<file path="src/rtl/alu_pkg.sv">
`default_nettype none
// ============================================================================
// Module   : alu_pkg
// Purpose  : Shared definitions for the multi-cycle ALU units: FSM state
//            encoding and the chunk-count / counter-width derivations.
// Ports    : none (package)
// Revision : 1.0 - initial release
// ============================================================================
package alu_pkg;

  // State encoding shared by the multi-cycle ALU units.
  typedef enum logic [1:0] {
    ST_IDLE = 2'd0,
    ST_RUN  = 2'd1,
    ST_DONE = 2'd2
  } alu_state_e;

  // Number of CHUNK-bit slices in a WIDTH-bit operand.
  function automatic int alu_nchunk(input int width, input int chunk);
    return width / chunk;
  endfunction

  // Chunk-counter width; never narrower than one bit so a single-chunk
  // configuration still gets a legal vector.
  function automatic int alu_cnt_w(input int nchunk);
    return (nchunk <= 1) ? 1 : $clog2(nchunk);
  endfunction

endpackage : alu_pkg
`default_nettype wire

</file>
<file path="src/rtl/chunk_adder.sv">
`default_nettype none
// ============================================================================
// Module   : chunk_adder
// Purpose  : Combinational CHUNK-bit adder with carry in and carry out.
// Ports    : a_i, b_i  - CHUNK-bit addends
//            c_i       - carry in
//            s_o       - CHUNK-bit sum
//            c_o       - carry out
// Revision : 1.0 - initial release
// ============================================================================
module chunk_adder #(
  parameter int CHUNK = 2
) (
  input  logic [CHUNK-1:0] a_i,
  input  logic [CHUNK-1:0] b_i,
  input  logic             c_i,
  output logic [CHUNK-1:0] s_o,
  output logic             c_o
);

  // One extra bit on each addend captures the carry out of the slice.
  assign {c_o, s_o} = {1'b0, a_i} + {1'b0, b_i} + {{CHUNK{1'b0}}, c_i};

endmodule : chunk_adder
`default_nettype wire

</file>
<file path="src/rtl/seq_chunk_adder.sv">
`default_nettype none
// ============================================================================
// Module   : seq_chunk_adder
// Purpose  : Multi-cycle add/subtract unit. Processes WIDTH-bit operands
//            CHUNK bits per clock, carrying the partial carry across cycles,
//            with valid/ready handshakes on input and output.
// Ports    : clk, rst            - clock, synchronous active-high reset
//            in_valid / in_ready - operand handshake
//            e, f                - operands A and B
//            carry_in            - carry-in (add) / borrow-in (sub)
//            sub                 - 0: e+f+carry_in, 1: e-f-carry_in
//            out_valid/out_ready - result handshake
//            sum                 - WIDTH-bit result (modulo 2^WIDTH)
//            carry_out           - add: carry out; sub: 1 = no borrow
//            overflow            - two's-complement signed overflow
// Revision : 1.0 - initial release
// ============================================================================
module seq_chunk_adder
  import alu_pkg::*;
#(
  parameter int WIDTH = 8,
  parameter int CHUNK = 2
) (
  input  logic             clk,
  input  logic             rst,
  input  logic             in_valid,
  output logic             in_ready,
  input  logic [WIDTH-1:0] e,
  input  logic [WIDTH-1:0] f,
  input  logic             carry_in,
  input  logic             sub,
  output logic             out_valid,
  input  logic             out_ready,
  output logic [WIDTH-1:0] sum,
  output logic             carry_out,
  output logic             overflow
);

  localparam int NCHUNK = alu_nchunk(WIDTH, CHUNK);
  localparam int CNT_W  = alu_cnt_w(NCHUNK);
  localparam logic [CNT_W-1:0] LAST_CHUNK = CNT_W'(NCHUNK - 1);

  // Elaboration-time parameter sanity checks.
  if ((CHUNK < 1) || (WIDTH % CHUNK != 0) || (NCHUNK < 1)) begin : g_param_check
    $error("seq_chunk_adder: WIDTH must be a non-zero multiple of CHUNK");
  end

  alu_state_e       state_q, state_d;
  logic [CNT_W-1:0] cnt_q,   cnt_d;
  logic [WIDTH-1:0] e_q,     e_d;
  logic [WIDTH-1:0] f_q,     f_d;     // f, already inverted for subtract
  logic             c_q,     c_d;     // running carry between chunks
  logic [WIDTH-1:0] sum_q,   sum_d;
  logic             cout_q,  cout_d;
  logic             ovf_q,   ovf_d;

  logic [CHUNK-1:0] chunk_a, chunk_b, chunk_s;
  logic             chunk_co;

  assign chunk_a = e_q[int'(cnt_q) * CHUNK +: CHUNK];
  assign chunk_b = f_q[int'(cnt_q) * CHUNK +: CHUNK];

  chunk_adder #(
    .CHUNK (CHUNK)
  ) u_chunk_adder (
    .a_i (chunk_a),
    .b_i (chunk_b),
    .c_i (c_q),
    .s_o (chunk_s),
    .c_o (chunk_co)
  );

  always_comb begin
    state_d   = state_q;
    cnt_d     = cnt_q;
    e_d       = e_q;
    f_d       = f_q;
    c_d       = c_q;
    sum_d     = sum_q;
    cout_d    = cout_q;
    ovf_d     = ovf_q;
    in_ready  = 1'b0;
    out_valid = 1'b0;

    case (state_q)
      ST_IDLE: begin
        in_ready = 1'b1;
        if (in_valid) begin
          // Subtract is e + ~f + ~borrow; carry out then means "no borrow".
          e_d     = e;
          f_d     = sub ? ~f : f;
          c_d     = carry_in ^ sub;
          cnt_d   = '0;
          state_d = ST_RUN;
        end
      end

      ST_RUN: begin
        sum_d[int'(cnt_q) * CHUNK +: CHUNK] = chunk_s;
        c_d = chunk_co;
        if (cnt_q == LAST_CHUNK) begin
          cout_d  = chunk_co;
          // Same-sign operands producing an opposite-sign result.
          ovf_d   = (e_q[WIDTH-1] == f_q[WIDTH-1]) &&
                    (sum_d[WIDTH-1] != e_q[WIDTH-1]);
          state_d = ST_DONE;
        end else begin
          cnt_d = cnt_q + CNT_W'(1);
        end
      end

      ST_DONE: begin
        out_valid = 1'b1;
        if (out_ready) begin
          state_d = ST_IDLE;
        end
      end

      default: begin
        state_d = ST_IDLE;
      end
    endcase
  end

  always_ff @(posedge clk) begin
    if (rst) begin
      state_q <= ST_IDLE;
      cnt_q   <= '0;
      e_q     <= '0;
      f_q     <= '0;
      c_q     <= 1'b0;
      sum_q   <= '0;
      cout_q  <= 1'b0;
      ovf_q   <= 1'b0;
    end else begin
      state_q <= state_d;
      cnt_q   <= cnt_d;
      e_q     <= e_d;
      f_q     <= f_d;
      c_q     <= c_d;
      sum_q   <= sum_d;
      cout_q  <= cout_d;
      ovf_q   <= ovf_d;
    end
  end

  assign sum       = sum_q;
  assign carry_out = cout_q;
  assign overflow  = ovf_q;

endmodule : seq_chunk_adder
`default_nettype wire

</file>
<file path="config.mk">
export PLATFORM = sky130hd
export DESIGN_NAME = seq_chunk_adder
export DESIGN_NICKNAME = d
export VERILOG_FILES = /design/src/rtl/alu_pkg.sv /design/src/rtl/chunk_adder.sv /design/src/rtl/seq_chunk_adder.sv
export SDC_FILE = /design/constraint.sdc
export NUM_CORES = 1
export LEC_CHECK = 0
export CAP_MARGIN = 20
export CORE_MARGIN = 2
export CORE_UTILIZATION = 35
export DETAILED_ROUTE_END_ITERATION = 8
export PLACE_DENSITY = 0.6
export SETUP_SLACK_MARGIN = 0.1
export SLEW_MARGIN = 40
export SYNTH_ARGS = -nofsm -noshare
export SYNTH_HDL_FRONTEND = slang
export SYNTH_SLANG_ARGS = --single-unit
export TNS_END_PERCENT = 50
</file>
<file path="constraint.sdc">
create_clock -name clk -period 3.7 [get_ports clk]
set_input_delay 0.37 -clock clk [delete_from_list [all_inputs] [get_ports clk]]
set_output_delay 0.37 -clock clk [all_outputs]
set_load 0.05 [all_outputs]
</file>
==> run metrics <==
status finished, final reports clean; DRT iter0 DRCs 61; top_reg_cell synth dfxtp_1; Hold Crit Class register to register; top cells by count, synth dfxtp_1 (31), nor2_1 (22), nand2_1 (21); Hold-fix buffers, CTS 0; top-area cell type share of the netlist area 39.8%; crit path time final 3.19 ns; Synth Area in XOR/XNOR 5.05%; Critical-path top delay cell dfxtp_1; # port buffers 33; CTS resizes 0; Max Slew Vio Count 0; Post-Synth Simple-Gate Area 20.9%; synthesis-stage register bit count 31; DR vias/cell 5.00; WS Path Type register to register; P_sw 202 uW; Routed wire per std cell 13.0 um; largest fanout on the critical path 12; Mapped Nets 195; Max clock buf depth 2; cell area after synthesis 1560 um^2; post-route setup slack 0.507 ns; post-placement setup slack 0.524 ns; adder-cell share of the synthesized area 7.38%; CP Data Arrival Time 3.39 ns; vias in the first global route 1224; Final setup viols 0; Max Clk Rate 0.313 GHz; CTS tree yes; Starting Density 36.1%; die width 70.8 um; Worst-Skew Late Latency 0.28 ns; Post-synth ARST share 0%; internal power 547 uW; sequential share of power 49.3%; most used cell, CP fa_1; die area 5010 um^2; Filler cells 427; most frequent cell after synthesis dfxtp_1; Detailed Place HPWL 2440 um; # rows 24; Die Height 70.8 um; clock sink count 31; CP delay by family, top adder cells; post-route ant nets 0; htree depth 2; Leak 0.000705 uW; post-synth top area cell dfxtp_1; area post-placement 1900 um^2; fraction of layout cells with a size suffix above 1 6.57%; final setup TNS 0 ns; slowest stage delay, CP 0.65 ns; via count 1249; area grow syn2layout 26.9%; clk slew on worst S/H paths 0.07 ns; Fin. Hold Viols 0; largest family of logic cells by synthesized area simple AND/OR/NAND/NOR gates; post-route cell area 1980 um^2; Mean Syn Cell Area 9.46 um^2; root buffer selected by CTS clkbuf_8; worst path cell trace mux4_1 -> fa_1 -> fa_1 -> and4bb_1 -> mux2i_1 -> or3_1 -> a211oi_2; Synth area leaders dfxtp_1 (40%), mux4_1 (6.7%), nor2_1 (5.3%), a21oi_1 (5.1%), nand2_1 (5.1%); Max VDD drop 0.000182 V; residual DRC count 0; I/O pins 34; Comb pwr share 16.9%; Unique masters post-synth 31; register area share after synthesis 39.8%; number of synthesized flops with an enable pin 0; Synth Instances 165; initial antenna violation count 0; Hold Slack 0.460 ns; routability cong. 0.798; Req. time, crit path 3.90 ns; clock skew 0.00909 ns; PD cells 378 nW/um^2; relative slew slack 61.3%; mux contribution to synthesized area 8.02%; GRT Residual Overflow 0; Setup crit end kind register; first-pass GRT wire length 5580 um; Max Cap Viol 0; yosys warns 0; Tightest Pin Transition 0.581 ns; Total GRT Usage 14.3%; largest net degree at the start of global routing 32; Post-Route WL 3250 um; final net count 227; Worst Setup Start Kind register; core region area 4320 um^2; Sw Share 26.9%; Synth Area in Compound Gates 13.9%; RSZ-0062 raised after global routing no; CP bufs+invs 0; Pre-antenna DRT Iters 4; postcts setup bufs 0; clock group share of total power 33.8%; crit share post-route 86.3%; Power Total 748 uW; # diodes 0; Num CTS Buffers 5
per-stage QoR:
step | utilization, % | std cells
floorplan | - | 165
global placement | 43.9 | 241
detailed placement | 43.9 | 242
CTS | 45.8 | 250
global route | 45.8 | 250
finish | 45.8 | 250
path summary, 6_finish.rpt:
kind             from  endpoint  slack [ns]  cells past startpoint
max          cnt_q[0]  overflow        0.51                      7
min            e_q[5]    e_q[5]        0.46                      2
max reg2reg  cnt_q[0]  overflow        0.51                      7
min reg2reg    e_q[5]    e_q[5]        0.46                      2
registers in the layout, indices dropped and copies added (netlist names):
name and cells:
carry_out 1, f_q 8, e_q 8, cnt_q 2, c_q 1, state_q 2, overflow 1, sum 8
kinds of logic after synthesis:
| family | after synthesis |
|---|---|
| multiplexers | 6 |
| AO/OA/AOI/OAI | 33 |
| buffers and inverters | 14 |
| AND/OR/NAND/NOR | 64 |
| adder cells (fa/ha/maj) | 8 |
| XOR/XNOR | 9 |
| flip-flops | 31 |
power by group through the flow:
stage          Clock [uW]  Combinational [uW]  Sequential (uW)
3_5_place_dp            0                 128              377
2_1_floorplan           0                87.3              372
4_1_cts               259                 128              370
3_3_place_gp            0                 124              375
5_1_grt               275                 140              372
6_report              253                 127              369
worst min-delay path: cells and delay by family (launching register included):
| kind | cells | cell delay (ns) |
|---|---|---|
| AND/OR/NAND/NOR | 1 | 0.05 |
| flip-flops | 1 | 0.31 |
| AO/OA/AOI/OAI | 1 | 0.05 |
cell usage in the layout, fill, tap and decap left out, drive strengths merged:
cell,n
nor3,5
nand2,21
a21oi,16
nand3,2
a22oi,5
inv,5
nor2b,1
nor2,22
nor4b,2
nand3b,5
buf,2
ha,6
clkdlybuf4s50,32
clkinv,1
nor3b,2
mux4,4
xnor2,9
a31oi,2
a211oi,9
fa,2
o2bb2ai,1
dfxtp,31
clkbuf,7
mux2i,2
nor4,1
or3,2
and4bb,1
per-layer routing:
| metal | part of all wire (%) | vias up | global-route usage [%] |
|---|---|---|---|
| met2 | 49 | 27 | 24.2 |
| met1 | 45 | 571 | 16.8 |
| met4 | 2.5 | 0 | 7.13 |
| met3 | 3.7 | 9 | 3.42 |
| met5 | 0 | - | 0 |
| li1 | - | 642 | - |
final cells by class:
| class | count | area, um^2 | area share, % |
|---|---|---|---|
| repair buffers | 34 | 333 | 16.8 |
| multi-input cells | 120 | 862 | 43.5 |
| well taps | 52 | 65.1 | 3.28 |
| flip-flops and latches | 31 | 621 | 31.3 |
| clock buffers | 7 | 76.3 | 3.85 |
| clock inverters | 1 | 5.00 | 0.253 |
| inverters | 5 | 18.8 | 0.948 |
No activity file was read; power rests on OpenSTA's default activity.
